$ cat src/rtl/button_pulse_pkg.sv
// Shared definitions for the push-button conditioner: channel count, debounce
// counter width and the per-channel debounce FSM encoding.
// Optional BTN_INVERT_EN (used by button_pulse) makes btn_raw active-low.
package button_pulse_pkg;

  // Number of independent push-button channels.
  localparam int NUM_BUTTONS = 5;

  // Width of the per-channel stability counter.
  localparam int CNT_W = 20;

  // Debounce FSM states, 2-bit encoded.
  typedef enum logic [1:0] {
    ST_IDLE         = 2'd0,
    ST_PRESS_WAIT   = 2'd1,
    ST_HELD         = 2'd2,
    ST_RELEASE_WAIT = 2'd3
  } btn_state_e;

  // The debounced level is high while the button is accepted as pressed,
  // which includes the window where a release is still being qualified.
  function automatic logic state_is_pressed(input btn_state_e st);
    return (st == ST_HELD) || (st == ST_RELEASE_WAIT);
  endfunction

endpackage

$ cat src/rtl/btn_debounce.sv
// One button channel: 2-flop synchroniser, stability counter and debounce FSM.
// Press event is combinational on the accepting cycle; level is registered.
// No handshake: the press event is a one-cycle strobe the parent must sample.
module btn_debounce
  import button_pulse_pkg::*;
#(
  parameter logic [CNT_W-1:0] DEBOUNCE_CYCLES = 20'd100_000
) (
  input  logic clk,
  input  logic rst_n,
  input  logic btn_i,
  output logic press_o,
  output logic level_o
);

  localparam logic [CNT_W-1:0] CNT_ONE  = {{(CNT_W-1){1'b0}}, 1'b1};
  localparam logic [CNT_W-1:0] CNT_LAST = DEBOUNCE_CYCLES - CNT_ONE;

  logic             sync1_q;
  logic             sync2_q;
  btn_state_e       state_q;
  btn_state_e       state_d;
  logic [CNT_W-1:0] cnt_q;
  logic [CNT_W-1:0] cnt_d;
  logic             level_q;
  logic             level_d;
  logic             cnt_done;

  // Two-flop synchroniser bringing the asynchronous pin into the clk domain.
  always_ff @(posedge clk) begin
    if (!rst_n) begin
      sync1_q <= 1'b0;
      sync2_q <= 1'b0;
    end else begin
      sync1_q <= btn_i;
      sync2_q <= sync1_q;
    end
  end

  assign cnt_done = (cnt_q == CNT_LAST);

  // FSM state, stability counter and debounced level registers.
  always_ff @(posedge clk) begin
    if (!rst_n) begin
      state_q <= ST_IDLE;
      cnt_q   <= '0;
      level_q <= 1'b0;
    end else begin
      state_q <= state_d;
      cnt_q   <= cnt_d;
      level_q <= level_d;
    end
  end

  // Next-state logic: the counter only runs in the two WAIT states and is
  // cleared on every transition, so it can never wrap.
  always_comb begin
    state_d = state_q;
    cnt_d   = cnt_q;
    press_o = 1'b0;
    case (state_q)
      ST_IDLE: begin
        cnt_d = '0;
        if (sync2_q) begin
          state_d = ST_PRESS_WAIT;
        end
      end
      ST_PRESS_WAIT: begin
        if (!sync2_q) begin
          state_d = ST_IDLE;
          cnt_d   = '0;
        end else if (cnt_done) begin
          state_d = ST_HELD;
          cnt_d   = '0;
          press_o = 1'b1;
        end else begin
          cnt_d = cnt_q + CNT_ONE;
        end
      end
      ST_HELD: begin
        cnt_d = '0;
        if (!sync2_q) begin
          state_d = ST_RELEASE_WAIT;
        end
      end
      ST_RELEASE_WAIT: begin
        if (sync2_q) begin
          // Bounce during release: back to held without a second press.
          state_d = ST_HELD;
          cnt_d   = '0;
        end else if (cnt_done) begin
          state_d = ST_IDLE;
          cnt_d   = '0;
        end else begin
          cnt_d = cnt_q + CNT_ONE;
        end
      end
      default: begin
        state_d = ST_IDLE;
        cnt_d   = '0;
      end
    endcase
    level_d = state_is_pressed(state_d);
  end

  assign level_o = level_q;

endmodule

$ cat src/rtl/button_pulse.sv
// Push-button conditioner: per-button sync, debounce and press-edge pulse.
// Latency: pulse and level rise DEBOUNCE_CYCLES+2 edges after the first high sample.
// No backpressure: button is a one-cycle strobe; pulses with enable low are dropped.
// Optional BTN_INVERT_EN: btn_raw is active-low (inverted before the synchroniser).
module button_pulse
  import button_pulse_pkg::*;
#(
  parameter logic [CNT_W-1:0] DEBOUNCE_CYCLES = 20'd100_000
) (
  input  logic                   clk,
  input  logic                   rst_n,
  input  logic                   enable,
  input  logic [NUM_BUTTONS-1:0] btn_raw,
  output logic [NUM_BUTTONS-1:0] button,
  output logic [NUM_BUTTONS-1:0] btn_level
);

  logic [NUM_BUTTONS-1:0] btn_act;
  logic [NUM_BUTTONS-1:0] press_evt;
  logic [NUM_BUTTONS-1:0] button_q;
  logic [NUM_BUTTONS-1:0] button_d;

  // Normalise pin polarity so every channel sees pressed = 1; reset state
  // of the synchroniser (0) therefore always means released.
`ifdef BTN_INVERT_EN
  assign btn_act = ~btn_raw;
`else
  assign btn_act = btn_raw;
`endif

  for (genvar g = 0; g < NUM_BUTTONS; g++) begin : g_ch
    btn_debounce #(
      .DEBOUNCE_CYCLES(DEBOUNCE_CYCLES)
    ) u_ch (
      .clk     (clk),
      .rst_n   (rst_n),
      .btn_i   (btn_act[g]),
      .press_o (press_evt[g]),
      .level_o (btn_level[g])
    );
  end

  // Gate press events with enable in the cycle they fire; nothing is deferred,
  // so a button held across an enable rise stays silent until re-pressed.
  always_comb begin
    button_d = press_evt & {NUM_BUTTONS{enable}};
  end

  // Register the pulses so they align with the debounced level rising.
  always_ff @(posedge clk) begin
    if (!rst_n) begin
      button_q <= '0;
    end else begin
      button_q <= button_d;
    end
  end

  assign button = button_q;

endmodule

$ cat config.mk
export PLATFORM = sky130hd
export DESIGN_NAME = button_pulse
export DESIGN_NICKNAME = d
export VERILOG_FILES = /design/src/rtl/button_pulse_pkg.sv /design/src/rtl/btn_debounce.sv /design/src/rtl/button_pulse.sv
export SDC_FILE = /design/constraint.sdc
export NUM_CORES = 1
export LEC_CHECK = 0
export ABC_AREA = 0
export ABC_CLOCK_PERIOD_IN_PS = 1800
export BUFFER_PORTS_ARGS = -buffer_cell sky130_fd_sc_hd__buf_2
export CELL_PAD_IN_SITES_DETAIL_PLACEMENT = 1
export CELL_PAD_IN_SITES_GLOBAL_PLACEMENT = 1
export CORE_MARGIN = 4
export CORE_UTILIZATION = 43
export DETAILED_ROUTE_END_ITERATION = 8
export GPL_TIMING_DRIVEN = 0
export PLACE_DENSITY = 0.83
export SYNTH_ARGS = -nofsm -noshare
export SYNTH_HDL_FRONTEND = slang
export SYNTH_SLANG_ARGS = --single-unit
export TNS_END_PERCENT = 20
$ cat constraint.sdc
create_clock -name clk -period 1.8 [get_ports clk]
set_input_delay 0.18 -clock clk [delete_from_list [all_inputs] [get_ports clk]]
set_output_delay 0.18 -clock clk [all_outputs]
set_load 0.005 [all_outputs]
==> run summary, run 1 <==
Final hold slack - 0.236 ns
GPL Wtd Cong - 0.808
Reg2reg path depth - 5
Synth Flop Type - dfxtp_1
GR Util All Layers - 0.208
VDD IR max - 683 uV
YS warnings - 0
Finished Layout Cells - 878
Core Area - 12800 um2
Slew @ Worst Pin - 0.468 ns
Total CTS buffers - 17
Arr. time, crit path - 2.10 ns
Internal reg-to-reg setup slack - 0.005 ns
Reg2Reg Capture Point - g_ch[3].u_ch.cnt_q[17]
Tot Pwr - 6.79 mW
Rel. slew slack - 0.685
Placed inst area - 5980 um2
Pre-CTS setup slack - -0.380 ns
Syn avg cell area - 8.88 um2
Cell Pwr Density - 961 nW/um2
Final total negative setup slack - 0 ns
Vias post-DR - 4807
Port bufs - 17
Final slew viol count - 0
WS Path Type - reg -> reg
Starting Density - 0.444
CTS tree - built
Cell count after synthesis - 639
Global-route wire length before repair - 24900 um
Final worst setup slack - 0.00538 ns
Post-Syn Nets - 652
Longest Clk Path Bufs - 2
Fin crit period - 1.79 ns
Setup skew after layout - 0.00897 ns
Hold Path Origin - rst_n
Nets - 706
Setup crit end kind - flip-flop
Vias in the first global route - 5148
Detail Route Antenna Nets - 0
Num ports - 18
Initial antenna violation count - 0
WL/cell - 16.9 um
CTS Sinks - 130
Row count - 41
Async S/R FF share, synth - 0
Hpwl dp - 9580 um
Status - finished clean
Final Util - 0.554
Post-Syn Area - 5680 um2
Fillers - 1444
Most frequent cells in the layout - dfxtp_1 (106), nor2_1 (101), xnor2_1 (49)
Die ar. - 15100 um2
DRT iter0 DRCs - 240
Post-route design area - 7070 um2
Max H-tree Level - 4
Maxcap violations - 0
Root Buffer - clkbuf_16
DRC violations left - 0
Vias per inst - 5.47
Largest net degree at the start of global routing - 17
Final Hold Viols - 0
CP Data Required Time - 2.11 ns
Worst-path maximum fanout - 7
Final Cycle Share - 0.997
RSZ-0062 raised after global routing - yes
Post-Route WL - 14900 um
Worst-skew pair later-pin latency - 0.42 ns
Setup violators final - 0
Grt total ovfl - 0
Ant diodes - 0
Die width - 123 um
Drt first pass iters - 4
Most common cell after layout, fill and taps aside - dfxtp_1
Yosys cell types - 47
Sequential area share after synthesis - 0.458
Dpl cells - 828
Fmax - 557 MHz
Clk slew on worst S/H paths - 0.06 ns
CP Launch Type - flip-flop
Worst Hold End - g_ch[2].u_ch.cnt_q[6]
Worst min path class - in -> reg
Synthesis-to-finish area growth - 24.6%
Post-synth EDFFs - 0
Die height - 123 um
P_leak - 2.33 nW
Worst r2r src - g_ch[3].u_ch.cnt_q[5]
Fraction of layout cells with a size suffix above 1 - 0.203
Yosys reg bits - 130
Hold Crit Depth - 3
[layout make-up]
cell class                      instances  area [um2]  share of cell area
Clock buffer                           21         450              0.0637
Sequential cell                       130        2650               0.374
Clock inverter                         11         208              0.0294
Buffer                                 17         119              0.0168
Timing Repair Buffer                   37         260              0.0368
Tap cell                              172         215              0.0304
Inverter                               19        71.3              0.0101
Multi-Input combinational cell        471        3100               0.438
[per-layer routing]
metal  share of wire  track usage  wire length, um  vias up
li1                -            -                -     2385
met3           0.027       0.0554              398       25
met2            0.53        0.369             7940       49
met1            0.42        0.234             6280     2348
met5               0            0                0        -
met4           0.016       0.0931              233        0
[registers in the layout, indices dropped and copies added (netlist names)]
name,count
g_ch.u_ch.sync2_q,5
g_ch.u_ch.sync1_q,5
g_ch.u_ch.state_q,10
button,5
g_ch.u_ch.level_o,5
g_ch.u_ch.cnt_q,100
[cells in the mapped netlist, types with 2 or more instances]
library cell	instances	area (um2)
and3_1	12	75.1
nor4_1	37	231
and2_1	16	100
or3_1	6	37.5
or4_4	2	22.5
nand2b_1	2	12.5
o21ai_0	11	55.1
xor2_1	29	254
nor4b_1	4	35.0
nand2_1	37	139
o21a_1	3	22.5
a31oi_1	2	12.5
and4_1	12	105
nand3_1	34	170
nor3_1	22	110
a31o_2	2	17.5
or4_1	3	22.5
nor2_1	102	383
buf_2	7	35.0
dfxtp_1	130	2600
o21ai_1	3	15.0
xnor2_1	49	429
nand4b_1	2	17.5
buf_4	5	37.5
mux2i_1	3	30.0
inv_1	19	71.3
o31ai_1	2	15.0
nand4_1	35	219
ha_1	5	62.6
o2111a_1	2	22.5
nand4_4	2	42.5
o41ai_1	2	17.5
a21oi_1	17	85.1
clkbuf_1	7	26.3
[how the worst max path moves through the flow]
stage | from | slack, ns | cells after the start | to
after global routing | g_ch[3].u_ch.cnt_q[8] | -0.11 | 4 | g_ch[3].u_ch.cnt_q[17]
final | g_ch[3].u_ch.cnt_q[5] | 0.005 | 5 | g_ch[3].u_ch.cnt_q[17]
after global placement | g_ch[0].u_ch.cnt_q[9] | -0.30 | 6 | g_ch[0].u_ch.cnt_q[7]
after floorplan | g_ch[2].u_ch.cnt_q[0] | 0.001 | 8 | g_ch[2].u_ch.cnt_q[10]
after CTS | g_ch[1].u_ch.cnt_q[5] | -0.07 | 5 | g_ch[1].u_ch.cnt_q[16]
after detailed placement | g_ch[2].u_ch.cnt_q[0] | -0.38 | 8 | g_ch[2].u_ch.cnt_q[16]
[cells by family after synthesis]
logic type,synth area share
AO/OA/AOI/OAI,0.0511
XOR/XNOR,0.120
adder cells (fa/ha/maj),0.0110
buffers and inverters,0.0300
flip-flops,0.458
multiplexers,0.00727
AND/OR/NAND/NOR,0.322
[what timing repair did]
item,CTS,global route
hold buffers,5,0
gates resized for setup,45,35
setup buffers,3,12
pin swaps,8,8
hold endpoints to repair,5,0
setup endpoints to repair,84,88
cloned,0,0
[power by group]
| group | leakage [nW] | switching (mW) | internal [mW] | total (mW) |
|---|---|---|---|---|
| combinational | 0.941 | 0.0324 | 0.0257 | 0.0581 |
| sequential | 1.06 | 0.00920 | 2.88 | 2.89 |
| clock | 0.321 | 1.22 | 2.62 | 3.84 |
| total | 2.33 | 1.26 | 5.53 | 6.79 |
[worst max-delay path, cell delays in order (launching register included)]
cell and delay, ns:
dfxtp_1 0.30, buf_4 0.14, nand4_1 0.32, nor4_4 0.42
mux2_2 0.38, o2111a_1 0.11
Power figures use the tool's default switching activity.
==> run 2, diff against run 1 <==
--- a/config.mk
+++ b/config.mk
@@ -10,12 +10,13 @@
 export BUFFER_PORTS_ARGS = -buffer_cell sky130_fd_sc_hd__buf_2
 export CELL_PAD_IN_SITES_DETAIL_PLACEMENT = 1
 export CELL_PAD_IN_SITES_GLOBAL_PLACEMENT = 1
-export CORE_MARGIN = 4
 export CORE_UTILIZATION = 43
+export CTS_CLUSTER_SIZE = 28
 export DETAILED_ROUTE_END_ITERATION = 8
 export GPL_TIMING_DRIVEN = 0
 export PLACE_DENSITY = 0.83
 export SYNTH_ARGS = -nofsm -noshare
 export SYNTH_HDL_FRONTEND = slang
+export SYNTH_HIERARCHICAL = 1
 export SYNTH_SLANG_ARGS = --single-unit
 export TNS_END_PERCENT = 20
==> run 2 against run 1 <==
  * The flow now finishes with violations (setup timing)
  * Setup slack got worse by 0.098 ns
  * Via count increased by 1.7%
  * Critical path depth decreased by 1
  * Non-clock buffer count increased by 8
  * Register-to-register slack got worse by 0.098 ns
  * Final cell count increased by 0.57%
  * Final area increased by 1.6%
  * Hold slack got worse by 0.12 ns
  * Largest power group unchanged
==> run summary, run 2 <==
Status - finished, violations left (was finished clean)
Failing checks - setup timing
Fraction of layout cells with a size suffix above 1 - 0.225 (was 0.203)
Post-Syn Nets - 645 (was 652)
Max H-tree Level - 4 (unchanged)
Synth Flop Type - dfxtp_1 (unchanged)
CP Data Required Time - 2.11 ns (about the same)
Largest net degree at the start of global routing - 36 (was 17)
Final slew viol count - 0 (unchanged)
Tot Pwr - 6.33 mW (was 6.79 mW)
Reg2reg path depth - 4 (was 5)
Most common library cells after synthesis - dfxtp_1 (125), nor2_1 (112), xnor2_1 (45) (was dfxtp_1 (130), nor2_1 (102), xnor2_1 (49))
Reg2Reg Capture Point - g_ch[2].u_ch/cnt_q[15] (was g_ch[3].u_ch.cnt_q[17])
Placed inst area - 6050 um2 (was 5980 um2)
Internal reg-to-reg setup slack - -0.09 ns (was 0.005 ns)
Row count - 41 (unchanged)
Hpwl dp - 9320 um (was 9580 um)
Top cells by area, synth - dfxtp_1 (44%), nor2_1 (7.4%), xnor2_1 (6.9%), xor2_1 (5.4%), nand4_1 (3.8%) (was dfxtp_1 (46%), xnor2_1 (7.6%), nor2_1 (6.7%), xor2_1 (4.5%), nor4_1 (4.1%))
Clk slew on worst S/H paths - 0.05 ns (was 0.06 ns)
YS warnings - 6 (was 0)
Root Buffer - clkbuf_16 (unchanged)
Vias per inst - 5.54 (was 5.47)
Post-synth EDFFs - 0 (unchanged)
Largest register FFs - 100 (unchanged)
P_leak - 2.54 nW (was 2.33 nW)
Final worst setup slack - -0.0924 ns (was 0.00538 ns)
Ant diodes - 0 (unchanged)
DRC violations left - 0 (unchanged)
Post-route design area - 7180 um2 (was 7070 um2)
CP Launch Type - flip-flop (unchanged)
Die ar. - 13700 um2 (was 15100 um2)
VDD IR max - 625 uV (was 683 uV)
Vias in the first global route - 5056 (was 5148)
Drt first pass iters - 4 (unchanged)
Setup skew after layout - 0.00596 ns (was 0.00897 ns)
Global-route wire length before repair - 24600 um (was 24900 um)
Met1 Use GR - 0.260 (was 0.234)
Most frequent cells in the layout - nor2_1 (107), dfxtp_1 (103), xnor2_1 (45) (was dfxtp_1 (106), nor2_1 (101), xnor2_1 (49))
WL/cell - 17.8 um (was 16.9 um)
Busiest grt layer - met2 (unchanged)
Yosys reg bits - 125 (was 130)
Die height - 117 um (was 123 um)
WS Path Type - reg -> reg (unchanged)
Grt met3 use - 0.0659 (was 0.0554)
GPL Wtd Cong - 0.834 (was 0.808)
Final Cycle Share - 1.05 (was 0.997)
Fmax - 528 MHz (was 557 MHz)
CP max-delay cell - nor4_1 (was nor4_4)
Setup violators final - 23 (was 0)
Maxcap violations - 0 (unchanged)
Fillers - 1444 (unchanged)
Starting Density - 0.446 (was 0.444)
Grt total ovfl - 0 (unchanged)
Core Area - 12800 um2 (unchanged)
Final total negative setup slack - -0.654 ns (was 0 ns)
Post-Route WL - 15700 um (was 14900 um)
Post-Syn Area - 5700 um2 (was 5680 um2)
Fin crit period - 1.89 ns (was 1.79 ns)
CTS Sinks - 125 (was 130)
Syn avg cell area - 9.01 um2 (was 8.88 um2)
Final Hold Viols - 0 (unchanged)
Detail Route Antenna Nets - 0 (unchanged)
Most common cell after layout, fill and taps aside - nor2_1 (was dfxtp_1)
Most common cell in the synthesized netlist - dfxtp_1 (unchanged)
Biggest regs - g_ch.u_ch/cnt_q (100), g_ch.u_ch/state_q (10) (was g_ch.u_ch.cnt_q (100), g_ch.u_ch.state_q (10))
Arr. time, crit path - 2.20 ns (was 2.10 ns)
Vias post-DR - 4889 (was 4807)
Cells along the critical path - nand4_1, nor4_1, xnor2_1, nor2_1 (was buf_4, nand4_1, nor4_4, mux2_2, o2111a_1)
Pre-CTS setup slack - -0.235 ns (was -0.380 ns)
Yosys cell types - 39 (was 47)
Slowest stage delay, CP - 0.67 ns (was 0.42 ns)
Total CTS buffers - 17 (unchanged)
Worst-path maximum fanout - 9 (was 7)
RSZ-0062 raised after global routing - yes (unchanged)
Initial antenna violation count - 0 (unchanged)
Sequential area share after synthesis - 0.439 (was 0.458)
Die width - 117 um (was 123 um)
Nets - 712 (was 706)
Worst Setup SP - g_ch[2].u_ch/cnt_q[6] (was g_ch[3].u_ch.cnt_q[5])
Port bufs - 17 (unchanged)
Cell Pwr Density - 882 nW/um2 (was 961 nW/um2)
GR Util All Layers - 0.237 (was 0.208)
Slew @ Worst Pin - 0.591 ns (was 0.468 ns)
Post-synth top area cell - dfxtp_1 (unchanged)
CTS tree - built (unchanged)
Longest Clk Path Bufs - 2 (unchanged)
Setup crit end kind - flip-flop (unchanged)
Worst min path class - in -> reg (unchanged)
Yosys top cell area share - 0.439 (was 0.458)
Rel. slew slack - 0.602 (was 0.685)
Cell count after synthesis - 632 (was 639)
Worst-skew pair later-pin latency - 0.42 ns (about the same)
Num ports - 18 (unchanged)
Final Util - 0.562 (was 0.554)
Async S/R FF share, synth - 0 (unchanged)
Met2 Use GR - 0.432 (was 0.369)
Synthesis-to-finish area growth - 26.1% (was 24.6%)
Largest Register - g_ch.u_ch/cnt_q (was g_ch.u_ch.cnt_q)
Worst r2r src - g_ch[2].u_ch/cnt_q[6] (was g_ch[3].u_ch.cnt_q[5])
CP Capture Point - g_ch[2].u_ch/cnt_q[15] (was g_ch[3].u_ch.cnt_q[17])
DRT iter0 DRCs - 222 (was 240)
-- run 2: kinds of logic after synthesis --
logic type,share of synthesized area
DFF,0.439
buffers and inverters,0.0286
muxes,0.0176
xor gates and xnor gates,0.123
adders and majority gates,0.0110
and+or+nand+nor,0.333
AOI/OAI and AO/OA,0.0475
-- run 2: where the power goes --
group | internal, mW | switching (mW)
combinational | 0.0274 | 0.0282
clock | 2.31 | 1.19
sequential | 2.77 | 0.0101
total | 5.10 | 1.23
-- run 2: through the flow --
step	cells	hold WS, ns
6_report	883	0.114
5_1_grt	883	0.106
4_1_cts	874	0.103
3_5_place_dp	821	0.398
2_1_floorplan	632	0.299
3_3_place_gp	821	0.387
-- run 2: critical path: cells and delay by family (launching register included) --
family	cells	cell delay, ns
xor gates and xnor gates	1	0.22
DFF	1	0.44
and+or+nand+nor	3	1.13
-- run 2: metal layers --
layer | part of all wire | vias to the layer above
met5 | 0 | -
met4 | 0.022 | 0
met3 | 0.028 | 32
met2 | 0.53 | 69
met1 | 0.42 | 2408
li1 | - | 2380
-- run 2: worst min path at each step --
stage | from | endpoint | slack, ns | depth (start not counted)
finish | enable | button[2] | 0.11 | 2
global route | enable | button[2] | 0.11 | 2
global placement | btn_raw[0] | g_ch[0].u_ch/sync1_q | 0.39 | 2
detailed placement | btn_raw[0] | g_ch[0].u_ch/sync1_q | 0.40 | 2
floorplan | rst_n | g_ch[0].u_ch/state_q[0] | 0.30 | 2
CTS | enable | button[2] | 0.10 | 2
-- run 2: final cells by class --
class | instances | area, um2 | area share
Multi-Input combinational cell | 476 | 3270 | 0.455
Sequential cell | 125 | 2550 | 0.355
Clock buffer | 24 | 492 | 0.0685
Timing Repair Buffer | 49 | 362 | 0.0503
Tap cell | 172 | 215 | 0.0300
Buffer | 13 | 118 | 0.0164
Clock inverter | 7 | 110 | 0.0153
Inverter | 17 | 63.8 | 0.00888
-- run 2: timing repair --
item                                    CTS  global route
endpoints found under the hold margin     5             0
cloned                                    3             0
hold buffers                              5             0
pin swaps                                16            17
buffers inserted                         14            10
endpoints found under the setup margin   94            99
gates resized for setup                  42            40
==> run 3, diff against run 2 <==
--- a/config.mk
+++ b/config.mk
@@ -8,7 +8,7 @@
 export ABC_AREA = 0
 export ABC_CLOCK_PERIOD_IN_PS = 1800
 export BUFFER_PORTS_ARGS = -buffer_cell sky130_fd_sc_hd__buf_2
-export CELL_PAD_IN_SITES_DETAIL_PLACEMENT = 1
+export CELL_PAD_IN_SITES_DETAIL_PLACEMENT = 0
 export CELL_PAD_IN_SITES_GLOBAL_PLACEMENT = 1
 export CORE_UTILIZATION = 43
 export CTS_CLUSTER_SIZE = 28
==> run 3 against run 2 <==
  * The run still ends with setup timing left
  * Utilization fell by 0.75 points
  * Sequential cell count did not move
  * Hold slack got worse by 0.0035 ns
  * Routed wire length is 25% lower
  * Clock skew hardly changed
  * Via count decreased by 5.1%
  * Clock power down 7.1%
==> run summary, run 3 (same netlist as run 2, synthesis figures left out) <==
CP Data Required Time - 2.11 ns (about the same)
Fraction of layout cells with a size suffix above 1 - 0.210 (was 0.225)
Ant diodes - 0 (unchanged)
GR Util All Layers - 0.189 (was 0.237)
Failing checks - setup timing (unchanged)
Final worst setup slack - -0.00691 ns (was -0.0924 ns)
Synthesis-to-finish area growth - 24.4% (was 26.1%)
Largest net degree at the start of global routing - 36 (unchanged)
Hold Crit Depth - 2 (unchanged)
Longest Clk Path Bufs - 2 (unchanged)
Max H-tree Level - 4 (unchanged)
Largest register FFs - 100 (unchanged)
CP delay by family, top - simple AND/OR/NAND/NOR gates (unchanged)
Worst min path class - in -> reg (unchanged)
Final total negative setup slack - -0.0105 ns (was -0.654 ns)
Reg2Reg Capture Point - g_ch[2].u_ch/cnt_q[16] (was g_ch[2].u_ch/cnt_q[15])
Rel. slew slack - 0.644 (was 0.602)
CTS tree - built (unchanged)
Fin crit period - 1.81 ns (was 1.89 ns)
Detail Route Antenna Nets - 0 (unchanged)
Nets - 709 (was 712)
P_leak - 2.49 nW (was 2.54 nW)
Slew @ Worst Pin - 0.534 ns (was 0.591 ns)
Largest Register - g_ch.u_ch/cnt_q (unchanged)
Total CTS buffers - 17 (unchanged)
DRC violations left - 0 (unchanged)
Vias per inst - 5.28 (was 5.54)
Multi-input gate area - 3240 um2 (was 3270 um2)
Num ports - 18 (unchanged)
Vias post-DR - 4642 (was 4889)
CTS Sinks - 125 (unchanged)
Worst Hold End - button[4] (was button[2])
RSZ-0062 raised after global routing - yes (unchanged)
Drt first pass iters - 4 (unchanged)
Biggest regs - g_ch.u_ch/cnt_q (100), g_ch.u_ch/state_q (10) (unchanged)
Root Buffer - clkbuf_16 (unchanged)
Tot Pwr - 6.07 mW (was 6.33 mW)
Post-route design area - 7090 um2 (was 7180 um2)
Final slew viol count - 0 (unchanged)
DRT iter0 DRCs - 350 (was 222)
Fmax - 553 MHz (was 528 MHz)
Arr. time, crit path - 2.11 ns (was 2.20 ns)
CP max-delay cell - or4b_4 (was nor4_1)
Hold Path Origin - enable (unchanged)
Row count - 41 (unchanged)
GPL Wtd Cong - 0.834 (unchanged)
Grt total ovfl - 0 (unchanged)
Clk slew on worst S/H paths - 0.06 ns (was 0.05 ns)
Final Hold Viols - 0 (unchanged)
Fillers - 1127 (was 1444)
Die height - 117 um (unchanged)
Global-route wire length before repair - 20200 um (was 24600 um)
Hpwl dp - 7820 um (was 9320 um)
Initial antenna violation count - 0 (unchanged)
VDD IR max - 588 uV (was 625 uV)
Die width - 117 um (unchanged)
WL/cell - 13.4 um (was 17.8 um)
WS Path Type - reg -> reg (unchanged)
Most common cell after layout, fill and taps aside - nor2_1 (unchanged)
Sequential Area - 2550 um2 (about the same)
Core Area - 12800 um2 (unchanged)
Post-Route WL - 11800 um (was 15700 um)
Die ar. - 13700 um2 (unchanged)
Worst r2r src - g_ch[2].u_ch/cnt_q[8] (was g_ch[2].u_ch/cnt_q[6])
Final Cycle Share - 1.00 (was 1.05)
Port bufs - 17 (unchanged)
Status - finished, violations left (unchanged)
Worst-path maximum fanout - 5 (was 9)
Placed inst area - 6050 um2 (unchanged)
Reg2reg path depth - 5 (was 4)
Worst-skew pair later-pin latency - 0.42 ns (about the same)
WP buf/inv - 1 (was 0)
Setup crit end kind - flip-flop (unchanged)
Setup violators final - 2 (was 23)
Cell Pwr Density - 857 nW/um2 (was 882 nW/um2)
Maxcap violations - 0 (unchanged)
Internal reg-to-reg setup slack - -0.007 ns (was -0.09 ns)
Most frequent cells in the layout - nor2_1 (106), dfxtp_1 (105), xnor2_1 (45) (was nor2_1 (107), dfxtp_1 (103), xnor2_1 (45))
Cells along the critical path - nor4_4, or4b_4, o21ai_4, buf_6, nor2_2 (was nand4_1, nor4_1, xnor2_1, nor2_1)
Starting Density - 0.446 (unchanged)
Setup skew after layout - 0.00557 ns (was 0.00596 ns)
CP Launch Type - flip-flop (unchanged)
Vias in the first global route - 4405 (was 5056)
Slowest stage delay, CP - 0.53 ns (was 0.67 ns)
==> run 3: area by class of cell <==
| cell class | count | area share |
|---|---|---|
| Inverter | 17 | 0.00900 |
| Clock inverter | 6 | 0.00812 |
| Tap cell | 172 | 0.0304 |
| Buffer | 12 | 0.0143 |
| Timing Repair Buffer | 47 | 0.0477 |
| Sequential cell | 125 | 0.361 |
| Multi-Input combinational cell | 476 | 0.457 |
| Clock buffer | 25 | 0.0727 |
==> run 3: how the worst max path moves through the flow <==
stage,from,endpoint,slack (ns),cells past startpoint
6_report,g_ch[2].u_ch/cnt_q[8],g_ch[2].u_ch/cnt_q[16],-0.007,5
4_1_cts,g_ch[2].u_ch/cnt_q[5],g_ch[2].u_ch/cnt_q[19],-0.04,5
3_5_place_dp,g_ch[0].u_ch/cnt_q[1],g_ch[0].u_ch/cnt_q[4],-0.21,6
2_1_floorplan,g_ch[4].u_ch/cnt_q[0],button[4],-0.02,7
5_1_grt,g_ch[0].u_ch/cnt_q[6],g_ch[0].u_ch/state_q[1],-0.12,4
3_3_place_gp,g_ch[2].u_ch/cnt_q[0],g_ch[2].u_ch/cnt_q[10],-0.19,6
==> run 3: report_power, final <==
| part | switching (mW) | internal (mW) | leakage (nW) |
|---|---|---|---|
| registers | 0.00870 | 2.77 | 1.02 |
| clock network | 1.15 | 2.10 | 0.285 |
| logic | 0.0256 | 0.0269 | 1.18 |
==> run 3: timing repair <==
action,CTS,global route
pin swaps,10,14
cloned,2,0
hold endpoints to repair,5,0
buffers inserted,11,12
resized for setup,31,40
hold buffers,5,0
endpoints found under the setup margin,92,99
==> run 3: routing by layer <==
metal / track usage / share of wire
met5: 0 / 0
met1: 0.243 / 0.47
met4: 0.0937 / 0.023
met3: 0.0505 / 0.033
met2: 0.292 / 0.47
==> run 3: worst reg2reg max path: cells and delay by family (launching register included) <==
kind                   cells  cell delay, ns
flip-flops                 1            0.36
AND/OR/NAND/NOR            3            0.87
AO/OA/AOI/OAI              1            0.29
buffers and inverters      1            0.19
==> run 3: per-stage QoR <==
step | hold WS (ns) | utilization | setup slack, ns | std cells
3_3_place_gp | 0.387 | 0.473 | -0.190 | 821
6_report | 0.111 | 0.555 | -0.00691 | 880
3_5_place_dp | 0.394 | 0.473 | -0.208 | 821
2_1_floorplan | 0.299 | - | -0.0181 | 632
4_1_cts | 0.0914 | 0.537 | -0.0424 | 870
5_1_grt | 0.107 | 0.555 | -0.121 | 880
